==> src/rtl/ebus_master_seq.sv <==
// ebus_master_seq: EBOX-side EBUS transaction sequencer.
// Accepts one I/O request at a time and runs it through the
// cs/func/demand/ack/xfer handshake. The request drives write data onto the bus
// or captures read data. Every wait state has a timeout, and every request gets
// exactly one response pulse.
//
// Function codes: 000 CONO, 001 CONI, 010 DATAO, 011 DATAI,
//                 100 PIserved, 101 PIaddrIn, 110/111 illegal.
//
// Optional feature: define EBUS_PARITY_EN to enable the following parity behaviour:
//   - odd parity is generated on write data;
//   - odd parity is checked on read capture.
// Without the macro, ebusParityOut and rspParErr stay 0 and ebusParityIn is ignored.
module ebus_master_seq #(
  parameter int SETUP_CYCLES   = 2,
  parameter int TIMEOUT_CYCLES = 64
) (
  input  logic        clk,
  input  logic        resetN,
  input  logic        reqValid,
  output logic        reqReady,
  input  logic [2:0]  reqFunc,
  input  logic [6:0]  reqCS,
  input  logic [35:0] reqData,
  output logic        rspValid,
  output logic [35:0] rspData,
  output logic        rspTimeout,
  output logic        rspParErr,
  output logic [6:0]  ebusCS,
  output logic [2:0]  ebusFunc,
  output logic        ebusDemand,
  output logic [36:0] ebusDrv,
  output logic        ebusParityOut,
  input  logic [35:0] ebusData,
  input  logic        ebusParityIn,
  input  logic        ebusAck,
  input  logic        ebusXfer
);

  localparam logic [2:0] F_CONO     = 3'b000;
  localparam logic [2:0] F_CONI     = 3'b001;
  localparam logic [2:0] F_DATAO    = 3'b010;
  localparam logic [2:0] F_DATAI    = 3'b011;
  localparam logic [2:0] F_PIADDRIN = 3'b101;

  localparam int SW = (SETUP_CYCLES > 1) ? $clog2(SETUP_CYCLES) : 1;
  localparam int TW = (TIMEOUT_CYCLES > 1) ? $clog2(TIMEOUT_CYCLES) : 1;
  localparam logic [SW-1:0] SETUP_LAST = SW'(SETUP_CYCLES - 1);
  localparam logic [TW-1:0] TMO_LAST   = TW'(TIMEOUT_CYCLES - 1);

  typedef enum logic [2:0] {
    S_IDLE    = 3'd0,
    S_SETUP   = 3'd1,
    S_DEMAND  = 3'd2,
    S_XFER    = 3'd3,
    S_RELEASE = 3'd4
  } state_t;

  state_t r_state;
  state_t w_state_next;

  logic [2:0]    r_func;
  logic [6:0]    r_cs;
  logic [35:0]   r_wdata;
  logic [35:0]   r_rdata;
  logic          r_perr;
  logic          r_abort;
  logic [SW-1:0] r_setup_cnt;
  logic [TW-1:0] r_tmo_cnt;
  logic          r_rsp_valid;
  logic          r_rsp_tmo;
  logic [35:0]   r_rsp_data;
  logic          r_rsp_perr;

  logic w_accept;
  logic w_illegal;
  logic w_illegal_acc;
  logic w_is_write;
  logic w_is_read;
  logic w_driving;
  logic w_tmo_hit;
  logic w_capture;
  logic w_abort;
  logic w_done;
  logic w_any_abort;
  logic w_par_bad;

  assign w_accept      = reqValid && (r_state == S_IDLE);
  assign w_illegal     = (reqFunc[2:1] == 2'b11);
  assign w_illegal_acc = w_accept && w_illegal;
  assign w_is_write    = (r_func == F_CONO) || (r_func == F_DATAO);
  assign w_is_read     = (r_func == F_CONI) || (r_func == F_DATAI) || (r_func == F_PIADDRIN);
  assign w_tmo_hit     = (r_tmo_cnt == TMO_LAST);
  assign w_any_abort   = r_abort || w_abort;

  // Write data is on the bus from setup until the master lets go in RELEASE.
  assign w_driving = w_is_write &&
                     ((r_state == S_SETUP) || (r_state == S_DEMAND) || (r_state == S_XFER));

`ifdef EBUS_PARITY_EN
  assign w_par_bad     = ~(^{ebusData, ebusParityIn});
  assign ebusParityOut = w_driving && ~(^r_wdata);
`else
  assign w_par_bad     = 1'b0 & ebusParityIn;
  assign ebusParityOut = 1'b0;
`endif

  assign reqReady   = (r_state == S_IDLE);
  assign ebusCS     = (r_state != S_IDLE) ? r_cs : 7'd0;
  assign ebusFunc   = (r_state != S_IDLE) ? r_func : 3'd0;
  assign ebusDemand = (r_state == S_DEMAND) || (r_state == S_XFER);
  assign ebusDrv    = w_driving ? {r_wdata, 1'b1} : 37'd0;

  assign rspValid   = r_rsp_valid;
  assign rspTimeout = r_rsp_tmo;
  assign rspData    = r_rsp_data;
  assign rspParErr  = r_rsp_perr;

  // State register.
  always_ff @(posedge clk or negedge resetN) begin
    if (!resetN) begin
      r_state <= S_IDLE;
    end else begin
      r_state <= w_state_next;
    end
  end

  // Next-state logic plus the capture / abort / done events for this cycle.
  always_comb begin
    w_state_next = r_state;
    w_capture    = 1'b0;
    w_abort      = 1'b0;
    w_done       = 1'b0;
    case (r_state)
      S_IDLE: begin
        if (w_accept && !w_illegal) w_state_next = S_SETUP;
      end
      S_SETUP: begin
        if (r_setup_cnt == SETUP_LAST) w_state_next = S_DEMAND;
      end
      S_DEMAND: begin
        if (ebusAck && ebusXfer) begin
          w_capture    = 1'b1;
          w_state_next = S_RELEASE;
        end else if (ebusAck) begin
          w_state_next = S_XFER;
        end else if (w_tmo_hit) begin
          w_abort      = 1'b1;
          w_state_next = S_RELEASE;
        end
      end
      S_XFER: begin
        if (ebusXfer) begin
          w_capture    = 1'b1;
          w_state_next = S_RELEASE;
        end else if (w_tmo_hit) begin
          w_abort      = 1'b1;
          w_state_next = S_RELEASE;
        end
      end
      S_RELEASE: begin
        if (!ebusXfer) begin
          w_done       = 1'b1;
          w_state_next = S_IDLE;
        end else if (w_tmo_hit) begin
          w_abort      = 1'b1;
          w_done       = 1'b1;
          w_state_next = S_IDLE;
        end
      end
      default: w_state_next = S_IDLE;
    endcase
  end

  // Request latch, read capture, wait counters and the abort flag.
  always_ff @(posedge clk or negedge resetN) begin
    if (!resetN) begin
      r_func      <= 3'd0;
      r_cs        <= 7'd0;
      r_wdata     <= 36'd0;
      r_rdata     <= 36'd0;
      r_perr      <= 1'b0;
      r_abort     <= 1'b0;
      r_setup_cnt <= '0;
      r_tmo_cnt   <= '0;
    end else begin
      if (w_accept) begin
        r_func  <= reqFunc;
        r_cs    <= reqCS;
        r_wdata <= reqData;
        r_rdata <= 36'd0;
        r_perr  <= 1'b0;
        r_abort <= 1'b0;
      end
      if (w_capture && w_is_read) begin
        r_rdata <= ebusData;
        r_perr  <= w_par_bad;
      end
      if (w_abort) r_abort <= 1'b1;

      if (r_state == S_SETUP) r_setup_cnt <= r_setup_cnt + 1'b1;
      else                    r_setup_cnt <= '0;

      // One shared wait counter: restarts on every state change.
      if (w_state_next != r_state) r_tmo_cnt <= '0;
      else if ((r_state == S_DEMAND) || (r_state == S_XFER) || (r_state == S_RELEASE))
        r_tmo_cnt <= r_tmo_cnt + 1'b1;
    end
  end

  // One-cycle response: aborted requests report timeout with zero data.
  always_ff @(posedge clk or negedge resetN) begin
    if (!resetN) begin
      r_rsp_valid <= 1'b0;
      r_rsp_tmo   <= 1'b0;
      r_rsp_data  <= 36'd0;
      r_rsp_perr  <= 1'b0;
    end else begin
      r_rsp_valid <= w_done || w_illegal_acc;
      r_rsp_tmo   <= w_illegal_acc || (w_done && w_any_abort);
      r_rsp_data  <= (w_done && !w_any_abort) ? r_rdata : 36'd0;
      r_rsp_perr  <= w_done && !w_any_abort && r_perr;
    end
  end

endmodule

==> config.mk <==
export PLATFORM = sky130hd
export DESIGN_NAME = ebus_master_seq
export DESIGN_NICKNAME = d
export VERILOG_FILES = /design/src/rtl/ebus_master_seq.sv
export SDC_FILE = /design/constraint.sdc
export NUM_CORES = 1
export LEC_CHECK = 0
export CORE_MARGIN = 2
export CORE_UTILIZATION = 48
export CTS_BUF_LIST = sky130_fd_sc_hd__clkbuf_8
export DETAILED_ROUTE_END_ITERATION = 6
export PLACE_DENSITY = 0.91
export SETUP_SLACK_MARGIN = 0.02
export SLEW_MARGIN = 5
export SYNTH_ARGS = -nofsm -noshare
export SYNTH_HDL_FRONTEND = slang
export SYNTH_SLANG_ARGS = --single-unit
==> constraint.sdc <==
create_clock -name clk -period 1.85 [get_ports clk]
set_input_delay 0.185 -clock clk [delete_from_list [all_inputs] [get_ports clk]]
set_output_delay 0.185 -clock clk [all_outputs]
set_load 0.02 [all_outputs]
==> reports/qor.yml, run 1 <==
synth.area.top_cells: "dfrtp_1, mux2_2, and2_1"
synth-compound-area-share_pct: 6.964
die_w_um: 110.7
die_y_um: 110.7
antennaDiodeCount: 0
rr_endpoint: "r_cs[5]"
drv_cap: 0
ys_ff_latch: 131
drt-initial-drc-count: 179
status: "complete, but fails checks"
synth_fa_ha_area_share_pct: 0.2291
clock_skew_ns: 0.01062
fin_nets: 768
worst_pin_slew_ns: 0.7645
grt_pass1_vias: 4582
ys_seq_area_share_pct: 60.02
synth_edf_count: 0
fin_hold_ws_ns: 0.2859
antenna_found_initial: 0
drc: 0
cp.arrival_ns: 2.33
netlist_area_mm2: 0.005461
via_count: 4470
dpl.hpwl_mm: 9.501
dieArea_mm2: 0.01225
r2r_slack_ns: -0.17
wl_mm: 17.26
synth_simple_gate_area_share_pct: 16.27
p_per_area_mw_per_mm2: 1436
grt_pass1_wl_mm: 23.10
rr_startpoint: "r_state[2]"
p_sw_mw: 4.367
ys.warnings.count: 0
synth_ff_type: "dfrtp_1"
synth_cells: 462
crit_type: "reg2reg"
clock_power_share_pct: 18.4
viasPerCell: 5.392
final_max_slew_viol_count: 0
synth_top_family_by_area: "simple AND/OR/NAND/NOR gates"
synth_common_cells: "dfrtp_1, and2_1, mux2_2"
setup.worst_path.end: "r_cs[5]"
comb_power_share_pct: 48.2
post-route-min-period_ns: 2.015
post_synth.cell_area_avg_um2: 11.82
clock-sinks: 131
synth.mux.area_fraction_pct: 9.668
path_max_fanout: 7
swShare_pct: 35.00
hold_violations: 0
nFillCells: 593
cp-start-kind: "register"
port_buffers: 173
synth_area_leader_cell: "dfrtp_1"
start_util_pct: 49.73
core_mm2: 0.01098
clk_path_buf_depth: 2
drt_pre_antenna_iters: 4
synth_xor_area_share_pct: 0.8018
areaGrowthSynthToFinish_pct: 59.11
rr_worst_depth: 8
cts_inserted_buffers: 17
cts_tree: "built"
yosys.cell_count.top_type: "dfrtp_1"
ant_nets: 0
peakVddDrop_v: 0.0008889
rsz0062_at_grt: "yes"
yosysTopAreaCellShare_pct: 60.02
gp_congestion: 0.8838
endpoint_kind: "register"
max_freq_mhz: 496.2
finalPower_mw: 12.48
grtUsageTotal_pct: 23.93
ios: 177
leakage_nw: 4.024
clkTransAtPathRegs_ns: 0.07
critPathLaunch: "r_state[2]"
slew_headroom_pct: 48.87
rows: 38
hp-class: "in2async"
drive_gt1_share_pct: 38.17
violations: "negative setup slack"
async_flop_share_pct: 100.0
fin_crit_sh_pct: 108.9
clk_latency_ns: 0.44
grt_max_degree: 73
fin_ws_ns: -0.1655
yosysUniqueCellTypes: 46
drt-wirelength-per-cell_um: 20.82
grt_overflow: 0
p_int_mw: 8.111
seqPwrFrac_pct: 33.4
cts_max_level: 4
finalSetupViolCount: 147
crit_required_ns: 2.17
clockRootBuffer: "clkbuf_8"
-- layer usage --
layer  GRT usage [%]  part of all wire, %  vias up
li1                -                    -     1974
met1           27.09                   36     2257
met2           40.82                   54      193
met3           7.709                  6.4       46
met4           11.83                  3.6        0
met5               0                    0        -
-- power by group through the flow --
stage | sequential [mW] | combinational, mW | clock, mW
6_report | 4.17 | 6.01 | 2.30
5_1_grt | 4.24 | 6.26 | 2.47
4_1_cts | 4.06 | 4.46 | 2.30
3_5_place_dp | 4.07 | 4.02 | 0
3_3_place_gp | 4.00 | 3.85 | 0
2_1_floorplan | 3.96 | 2.39 | 0
-- worst max-delay path, cell delays in order, from the launching register on --
cell	delay, ns
dfrtp_1	0.44
buf_6	0.17
nor3_4	0.29
buf_6	0.17
buf_8	0.13
buf_12	0.11
nand2_8	0.07
clkbuf_16	0.22
mux2_2	0.29
-- timing repair --
action	CTS	global route
setup buffers	5	10
endpoints found under the setup margin	49	121
hold endpoints to repair	53	0
pin swaps	10	24
gates cloned	4	14
hold buffers	1	0
gates resized for setup	301	115
-- layout make-up --
type                       instances  area (um2)  share of cell area [%]
timing repair buffer             226        2495                   28.71
clock inverter                     9       91.34                   1.051
sequential                       131        3278                   37.72
clock buffer                      20       275.3                   3.168
inverter                          39       146.4                   1.685
tap                              140       175.2                   2.016
multi-input combinational        264        2228                   25.64
-- kinds of logic (layout without fill, tap and decap cells) --
kind of cell               after synthesis  count (layout)
and+or+nand+nor                        146             148
DFF                                    131             131
buffers and inverters                   70             294
AOI/OAI and AO/OA                       61              61
muxes                                   47              47
xor gates and xnor gates                 5               5
adders and majority gates                1               1
other                                    1               2
-- cells in the final DEF, fill, tap and decap left out, types with 3 or more instances in the layout --
cell type,instances
dfrtp_1,131
clkdlybuf4s50_1,123
buf_6,58
mux2_2,44
inv_1,41
and2_1,36
and2_4,36
buf_4,23
nand3_1,20
nand3_2,20
clkbuf_8,20
o21ai_1,18
o21ai_0,10
o21ai_2,10
buf_12,9
nor2b_1,8
clkbuf_16,7
nand2_1,5
xnor2_1,5
a21oi_1,4
a211oi_1,4
clkinv_2,4
and3_1,3
nor2_1,3
nand2_8,3
-- per-stage QoR --
stage / area (um2) / setup slack (ns) / TNS [ns] / std cells / utilization, %
2_1_floorplan: 5465 / 0.2565 / 0 / 463 / -
3_3_place_gp: 7416 / -0.03025 / -0.6411 / 767 / 67.52
3_5_place_dp: 7416 / -0.07983 / -1.514 / 767 / 67.52
4_1_cts: 7980 / -0.1131 / -3.088 / 806 / 72.66
5_1_grt: 8690 / -0.2064 / -16.99 / 829 / 79.12
6_report: 8690 / -0.1655 / -9.897 / 829 / 79.12
-- registers in the layout, summed over array words and instances (netlist names) --
signal,flops
r_rdata,36
r_wdata,36
rspData,36
r_cs,7
r_tmo_cnt,6
r_func,3
r_state,3
r_abort,1
r_setup_cnt,1
rspTimeout,1
rspValid,1
-- worst min path at each step --
stage,start,slack [ns],end
floorplan,resetN,-0.11,r_abort
global placement,resetN,0.17,r_cs[0]
detailed placement,resetN,0.19,r_cs[1]
CTS,resetN,0.29,r_state[2]
global route,ebusData[23],0.28,r_rdata[23]
finish,resetN,0.29,r_cs[1]
Power figures use the tool's default switching activity.
==> inputs of run 2 (changes only) <==
--- a/config.mk
+++ b/config.mk
@@ -5,10 +5,10 @@
 export SDC_FILE = /design/constraint.sdc
 export NUM_CORES = 1
 export LEC_CHECK = 0
-export CORE_MARGIN = 2
 export CORE_UTILIZATION = 48
 export CTS_BUF_LIST = sky130_fd_sc_hd__clkbuf_8
 export DETAILED_ROUTE_END_ITERATION = 6
+export GPL_TIMING_DRIVEN = 0
 export PLACE_DENSITY = 0.91
 export SETUP_SLACK_MARGIN = 0.02
 export SLEW_MARGIN = 5
==> constraint.sdc (replaced) <==
create_clock -name clk -period 2 [get_ports clk]
set_input_delay 0.2 -clock clk [delete_from_list [all_inputs] [get_ports clk]]
set_output_delay 0.2 -clock clk [all_outputs]
set_load 0.02 [all_outputs]
==> reports/qor.yml, run 2 (synthesized netlist as in run 1, its figures left out) <==
drt-initial-drc-count: 175
final_util_pct: 73.70
hold_violations: 0
die_y_um: 108.7
drc: 0
crit_type: "reg2out"
clk_path_buf_depth: 2
path_max_fanout: 10
nFillCells: 706
fin_nets: 759
cp-start-kind: "register"
clockRootBuffer: "clkbuf_8"
viasPerCell: 5.151
place_area_mm2: 0.007391
final_max_slew_viol_count: 0
mostFrequentLayoutCell: "dfrtp_1"
drive_gt1_share_pct: 30.60
violations: "negative setup slack"
via_count: 4239
stdcell_area_mm2: 0.008094
wl_mm: 14.16
clock_skew_ns: 0.01118
grt_max_degree: 102
clk_latency_ns: 0.42
start_util_pct: 49.73
clkTransAtPathRegs_ns: 0.08
cts_inserted_buffers: 17
post-place-ws_ns: -0.4348
p_per_area_mw_per_mm2: 1278
cp.arrival_ns: 1.80
rows: 38
drv_cap: 0
finalPower_mw: 10.35
finalSetupViolCount: 1
ant_nets: 0
grt_overflow: 0
cts_max_level: 4
fin_ws_ns: -0.0008248
drt-wirelength-per-cell_um: 17.20
port_buffers: 172
fin_crit_sh_pct: 100.0
r2r_slack_ns: 0.03
leakage_nw: 3.795
ios: 177
grt_pass1_wl_mm: 22.07
crit_required_ns: 1.80
drt_pre_antenna_iters: 7
rsz0062_at_grt: "yes"
dpl.hpwl_mm: 9.896
max_freq_mhz: 499.8
gp_congestion: 0.8637
areaGrowthSynthToFinish_pct: 48.20
grtUsageTotal_pct: 24.95
status: "complete, but fails checks"
hp-class: "in2async"
final_cell_mix: "dfrtp_1, clkdlybuf4s50_1, and2_1"
die_w_um: 108.7
antennaDiodeCount: 0
antenna_found_initial: 0
core_mm2: 0.01098
finalSetupTns_ns: -0.0008248
endpoint_kind: "output port"
dieArea_mm2: 0.01181
post-route-min-period_ns: 2.001
grt_pass1_vias: 4407
peakVddDrop_v: 0.0007681
cts_tree: "built"
clock-sinks: 131
==> run 2: changes by cell type in the layout (fill, tap and decap cells not counted), moves of 7 or more <==
cell | before | now
nand3_2 | 20 | 0
o21ai_2 | 10 | 1
buf_6 | 58 | 42
o21ai_0 | 10 | 35
and2_1 | 36 | 48
and2_4 | 36 | 24
buf_2 | 1 | 9
clkbuf_16 | 7 | 0
clkbuf_2 | 0 | 16
o21ai_1 | 18 | 2
nand3_1 | 20 | 42
buf_12 | 9 | 0
==> run 2: worst paths after layout <==
kind,from,to,cells past startpoint
setup / recovery,r_state[2],ebusDrv[23],6
hold reg to reg,r_rdata[4],rspData[4],1
max in group asynchronous,resetN,rspData[9],3
min in group clk,ebusXfer,rspTimeout,3
hold / removal,resetN,r_wdata[27],2
setup reg to reg,r_state[2],r_tmo_cnt[3],8
==> run 2: metal layers <==
metal,global-route usage [%],part of all wire [%]
met1,29.22,38
met2,43.08,52
met3,6.814,6.5
met4,10.62,3.1
met5,0,0
==> run 2: timing repair <==
action,CTS,global route
pin swaps,3,7
hold buffers,1,0
cloned,1,0
endpoints found under the hold margin,30,0
resized for setup,258,69
endpoints found under the setup margin,49,105
setup buffers,7,6
==> run 2: cell type report <==
type                            instances  area, um2  area share [%]
Clock inverter                         15      202.7           2.504
Clock buffer                           17      234.0           2.891
Tap cell                              140      175.2           2.164
Sequential cell                       131       3279           40.52
Timing Repair Buffer                  188       1857           22.94
Buffer                                 31      254.0           3.138
Inverter                               39      146.4           1.809
Multi-Input combinational cell        262       1946           24.04
==> run 2: critical path: stages (launching register included) <==
cell and delay (ns):
dfrtp_1 0.38, buf_6 0.13, nor4_4 0.27, buf_6 0.19, buf_8 0.14, and2_1 0.15
buf_6 0.12
==> run 2: power by group <==
| part | switching [mW] | internal [mW] | total, mW |
|---|---|---|---|
| combinational | 2.01 | 2.13 | 4.14 |
| clock | 1.06 | 1.37 | 2.43 |
| sequential | 0.404 | 3.36 | 3.77 |
| total | 3.48 | 6.87 | 10.3 |
==> run 2: stage by stage <==
| stage | hold WS, ns | instances |
|---|---|---|
| detailed placement | 0.09567 | 776 |
| global placement | 0.4548 | 775 |
| finish | 0.2198 | 823 |
| global route | 0.2241 | 823 |
| CTS | 0.2030 | 817 |
| floorplan | -0.09559 | 463 |
